## src/rtl/dest_encoder.sv

```systemverilog
// dest_encoder: picks one winner from a 16-line write-request vector and
// presents its register index plus one-hot enable on a valid/ready handshake.
// The grant is frozen until accepted.
//
// Compile-time option DEST_ENC_RR_EN:
//   defined   -> round-robin; the scan pointer moves past each accepted winner
//   undefined -> fixed priority; the lowest set request bit always wins
//
// state | meaning
// ------+-------------------------------------------------------------
// IDLE  | no grant outstanding; valid=0, enable=0; req sampled each edge
// HOLD  | grant outstanding; dest/enable frozen until valid && ready
module dest_encoder #(
  parameter int CNT_W = 8
) (
  input  logic             clk,
  input  logic             rst_n,
  input  logic [15:0]      req,
  input  logic             ready,
  output logic             valid,
  output logic [3:0]       dest,
  output logic [15:0]      enable,
  output logic [CNT_W-1:0] grant_cnt
);

  typedef enum logic {IDLE = 1'b0, HOLD = 1'b1} state_t;

  state_t             state, state_nxt;
  logic [3:0]         dest_nxt;
  logic [15:0]        enable_nxt;
  logic [CNT_W-1:0]   cnt_nxt;
  logic [3:0]         ptr;
  logic [3:0]         scan_idx;
  logic [3:0]         win_idx;
  logic               win_found;

`ifdef DEST_ENC_RR_EN
  logic [3:0]         ptr_nxt;

  // Pointer advances past the accepted winner so it drops to lowest priority.
  always_comb begin
    ptr_nxt = ptr;
    if (state == HOLD && ready) ptr_nxt = dest + 4'd1;
  end

  // Round-robin pointer register.
  always_ff @(posedge clk or negedge rst_n) begin
    if (!rst_n) ptr <= 4'h0;
    else        ptr <= ptr_nxt;
  end
`else
  assign ptr = 4'h0;
`endif

  // First set request scanning upward from ptr, wrapping 15 -> 0.
  always_comb begin
    win_found = 1'b0;
    win_idx   = 4'h0;
    scan_idx  = 4'h0;
    for (int i = 0; i < 16; i++) begin
      scan_idx = ptr + 4'(i);
      if (!win_found && req[scan_idx]) begin
        win_found = 1'b1;
        win_idx   = scan_idx;
      end
    end
  end

  // Next-state and next-output logic; HOLD ignores req entirely.
  always_comb begin
    state_nxt  = state;
    dest_nxt   = dest;
    enable_nxt = enable;
    cnt_nxt    = grant_cnt;
    unique case (state)
      IDLE: begin
        if (win_found) begin
          state_nxt  = HOLD;
          dest_nxt   = win_idx;
          enable_nxt = 16'h0001 << win_idx;
        end
      end
      HOLD: begin
        if (ready) begin
          state_nxt  = IDLE;
          enable_nxt = 16'h0000;
          cnt_nxt    = grant_cnt + CNT_W'(1);
        end
      end
      default: state_nxt = IDLE;
    endcase
  end

  // State and registered outputs; reset discards any in-flight grant.
  always_ff @(posedge clk or negedge rst_n) begin
    if (!rst_n) begin
      state     <= IDLE;
      dest      <= 4'h0;
      enable    <= 16'h0000;
      grant_cnt <= '0;
    end else begin
      state     <= state_nxt;
      dest      <= dest_nxt;
      enable    <= enable_nxt;
      grant_cnt <= cnt_nxt;
    end
  end

  assign valid = (state == HOLD);

endmodule

```

## config.mk

```make
export PLATFORM = sky130hd
export DESIGN_NAME = dest_encoder
export DESIGN_NICKNAME = d
export VERILOG_FILES = /design/src/rtl/dest_encoder.sv
export SDC_FILE = /design/constraint.sdc
export NUM_CORES = 1
export LEC_CHECK = 0
export ABC_CLOCK_PERIOD_IN_PS = 2300
export CAP_MARGIN = 25
export CELL_PAD_IN_SITES_DETAIL_PLACEMENT = 1
export CELL_PAD_IN_SITES_GLOBAL_PLACEMENT = 1
export CORE_MARGIN = 5
export CORE_UTILIZATION = 37
export DETAILED_ROUTE_END_ITERATION = 7
export PLACE_DENSITY = 0.8
export SETUP_SLACK_MARGIN = 0.2
export SLEW_MARGIN = 20
export SYNTH_ARGS = -nofsm -noshare
export SYNTH_HDL_FRONTEND = slang
export SYNTH_SLANG_ARGS = --single-unit
```

## constraint.sdc

```tcl
create_clock -name clk -period 2.3 [get_ports clk]
set_input_delay 0.46 -clock clk [delete_from_list [all_inputs] [get_ports clk]]
set_output_delay 0.46 -clock clk [all_outputs]
set_load 0.05 [all_outputs]
```

==> metrics.md <==
| Metric | Value |
|---|---|
| Status | `finished, final reports clean` |
| Vias in the first global route | `1,586` |
| Synth area leader | `dfrtp_1` |
| Routability Congestion | `0.861` |
| Diode count | `0` |
| TritonCTS Buffers | `5` |
| Synth top area share | `0.481` |
| Overall routing resource usage | `0.185` |
| Cell Rows | `23` |
| Commonest non-fill, non-tap cell in the layout | `clkdlybuf4s50_1` |
| Sequential element share of the synthesized area | `0.481` |
| Slew headroom | `0.654` |
| Post-synthesis compound-gate area fraction | `0.178` |
| Synth unique cells | `41` |
| Wire length on met3 | `252 um` |
| Nets | `239` |
| Post-synth EDFFs | `0` |
| Detailed placer's ending HPWL | `3760 um` |
| Final Non-Filler Cells | `270` |
| Clock sink count | `29` |
| Timing-limited maximum frequency | `0.488 GHz` |
| Final min period | `between 2000 and 2500 ps` |
| Die Y | `73.9 um` |
| Syn Nets | `161` |
| WL final | `4550 um` |
| IO Port Bufs | `47` |
| # setup viols final | `0` |
| Combinational family with the most area after synthesis | `simple AND/OR/NAND/NOR gates` |
| Reg2reg end | `grant_cnt[7]` |
| Die ar. | `5460 um2` |
| Dominant synthesized flop cell | `dfrtp_1` |
| Element type at the critical path end | `register` |
| Top layer in use | `met4` |
| VDD IR max | `0.000299 V` |
| WL per Instance | `16.8 um` |
| Total power | `1.65 mW` |
| CP arrival | `~2200 ps` |
| Longest Clk Path Bufs | `2` |
| Lkg Pwr | `roughly 1.0 nW` |
| Synthesized instance count | `141` |
| CP required | `2470 ps` |
| Critical path launch point type | `input port` |
| Core Util, Final | `0.594` |
| Residual DRC | `0` |
| Mapped Area | `1510 um2` |
| Max Slew Vio Count | `0` |
| Core Box Area | `3970 um2` |
| Most frequent cells in the layout | `clkdlybuf4s50_1, dfrtp_1, buf_4, nand2_1, nor2_1` |
| H-tree levels | `2` |
| Worst hold path class | `reg2reg` |
| RSZ-0062 raised after global routing | `true` |
| Fraction of layout instances using a drive strength above 1 | `0.250` |
| Post-Synth Adder-Cell Area | `0.00829` |
| CTS root buf | `clkbuf_8` |
| Worst Setup SP | `req[8]` |
| Placed cells | `260` |
| Area growth syn-to-layout | `56.4%` |
| Vias | `1,393` |
| WL met1 | `between 1500 and 2000 um` |
| Clock skew | `5.42 ps` |
| XOR/XNOR Fraction of Synth Area | `0.0406` |
| Fin Setup TNS | `0 ps` |
| Worst-skew pair later-pin latency | `280 ps` |
| Pin count of the biggest net entering global routing | `30` |
| R2R cell count | `4` |
| Period utilization | `0.890` |
| Drt first pass iters | `4` |
| R2R setup slack | `790 ps` |
| Mux share of post-synthesis cell area | `0.0240` |
| Max FO, Critical Path | `4` |
| Synth warnings | `0` |
| Initial antenna violation count | `0` |
| Setup crit end | `enable[3]` |
| CTS tree | `yes` |
| Hold-fix buffers, CTS | `0` |
| Syn Area/Cell | `10.7 um2` |
| Worst R2R Start | `valid` |
| Area contributors post-synth | `dfrtp_1, nand2_1, nor2_1` |
| Critical path class | `in2reg` |
| DR vias/cell | `about 5.2` |
| FFs w/ async S/R, synth | `1.00` |
| Routed met2 length | `between 2000 and 2500 um` |
| #FFs+latches synth | `29` |
| Area of placed instances | `2230 um2` |
| Max-cap viol count | `0` |
| Total grt overflow | `0` |
| Antenna Violating Nets Remaining | `0` |
| Simple-gate share of the synthesized area | `0.253` |
| Final hold violation count | `0` |
| Iteration-0 DRC Markers | `57` |
| PwrDens | `700 nW/um2` |
| Initial core utilization | `0.380` |
| Clock transition at path regs | `60 ps` |
| Worst-Margin Slew | `518 ps` |
| Ports | `48` |
| Design area | `between 2000 and 2500 um2` |
| Die width | `73.9 um` |
| First-pass GRT wire length | `7500 um` |
per-layer routing:
| layer | vias to the layer above | global-route usage |
|---|---|---|
| met5 | - | 0 |
| met2 | 48 | 0.338 |
| met1 | 666 | 0.195 |
| li1 | 668 | - |
| met3 | 11 | 0.0479 |
| met4 | 0 | 0.0885 |
worst min path at each step:
stage	cells past startpoint	from	endpoint
finish	2	enable[7]	enable[7]
global route	1	grant_cnt[7]	grant_cnt[7]
CTS	2	enable[7]	enable[7]
detailed placement	2	enable[7]	enable[7]
global placement	1	grant_cnt[7]	grant_cnt[7]
floorplan	0	rst_n	dest[0]
critical path, cell delays in order:
cell and delay [ps]:
clkdlybuf4s50_1 560, buf_4 170, nor2b_1 50, o21ai_0 260, a21oi_2 120, or2_2 330, a32o_1 260
cell families after synthesis:
group / after synthesis
AND/OR/NAND/NOR: 62
XOR/XNOR: 7
multiplexers: 3
flip-flops: 29
AO/OA/AOI/OAI: 34
adder cells (fa/ha/maj): 1
buffers and inverters: 5
cell type report:
| class | count | area, um2 |
|---|---|---|
| fill | 447 | 1610 |
| multi-input combinational | 107 | 787 |
| sequential | 29 | 726 |
| timing repair buffer | 74 | 694 |
| clock buffer | 6 | 72.6 |
| tap | 50 | 62.6 |
| clock inverter | 2 | 10.0 |
| inverter | 2 | 7.51 |
timing repair:
item,CTS,global route
gates resized for setup,1,9
setup buffers,1,1
pin swaps,1,5
endpoints found under the setup margin,6,17
cells in the mapped netlist, types with 2 or more instances:
cell / n
a21oi_1: 5
a22o_1: 3
a32o_1: 5
and2_1: 4
clkbuf_1: 2
dfrtp_1: 29
inv_1: 2
mux2_2: 2
nand2_1: 17
nand3_1: 2
nand4_1: 5
nor2_1: 17
nor2b_1: 3
nor3_1: 2
nor4_4: 3
o21ai_0: 4
o21ai_1: 6
o31ai_1: 2
xnor2_1: 4
xor2_1: 3
sequential cells by signal (all words and copies together) (netlist names):
| name | flops |
|---|---|
| dest | 4 |
| valid | 1 |
| grant_cnt | 8 |
| enable | 16 |
report_power, final:
part	switching [mW]	total [mW]	internal (mW)
clock	0.186	0.394	0.209
combinational	0.377	0.603	0.227
sequential	0.0783	0.653	0.575
total	0.641	1.65	1.01
per-stage QoR:
step	setup slack, ps	hold WS [ps]
4_1_cts	178	490
3_3_place_gp	-1.35	457
2_1_floorplan	438	164
6_report	252	482
5_1_grt	189	507
3_5_place_dp	-139	477
No activity file was read; power rests on OpenSTA's default activity.
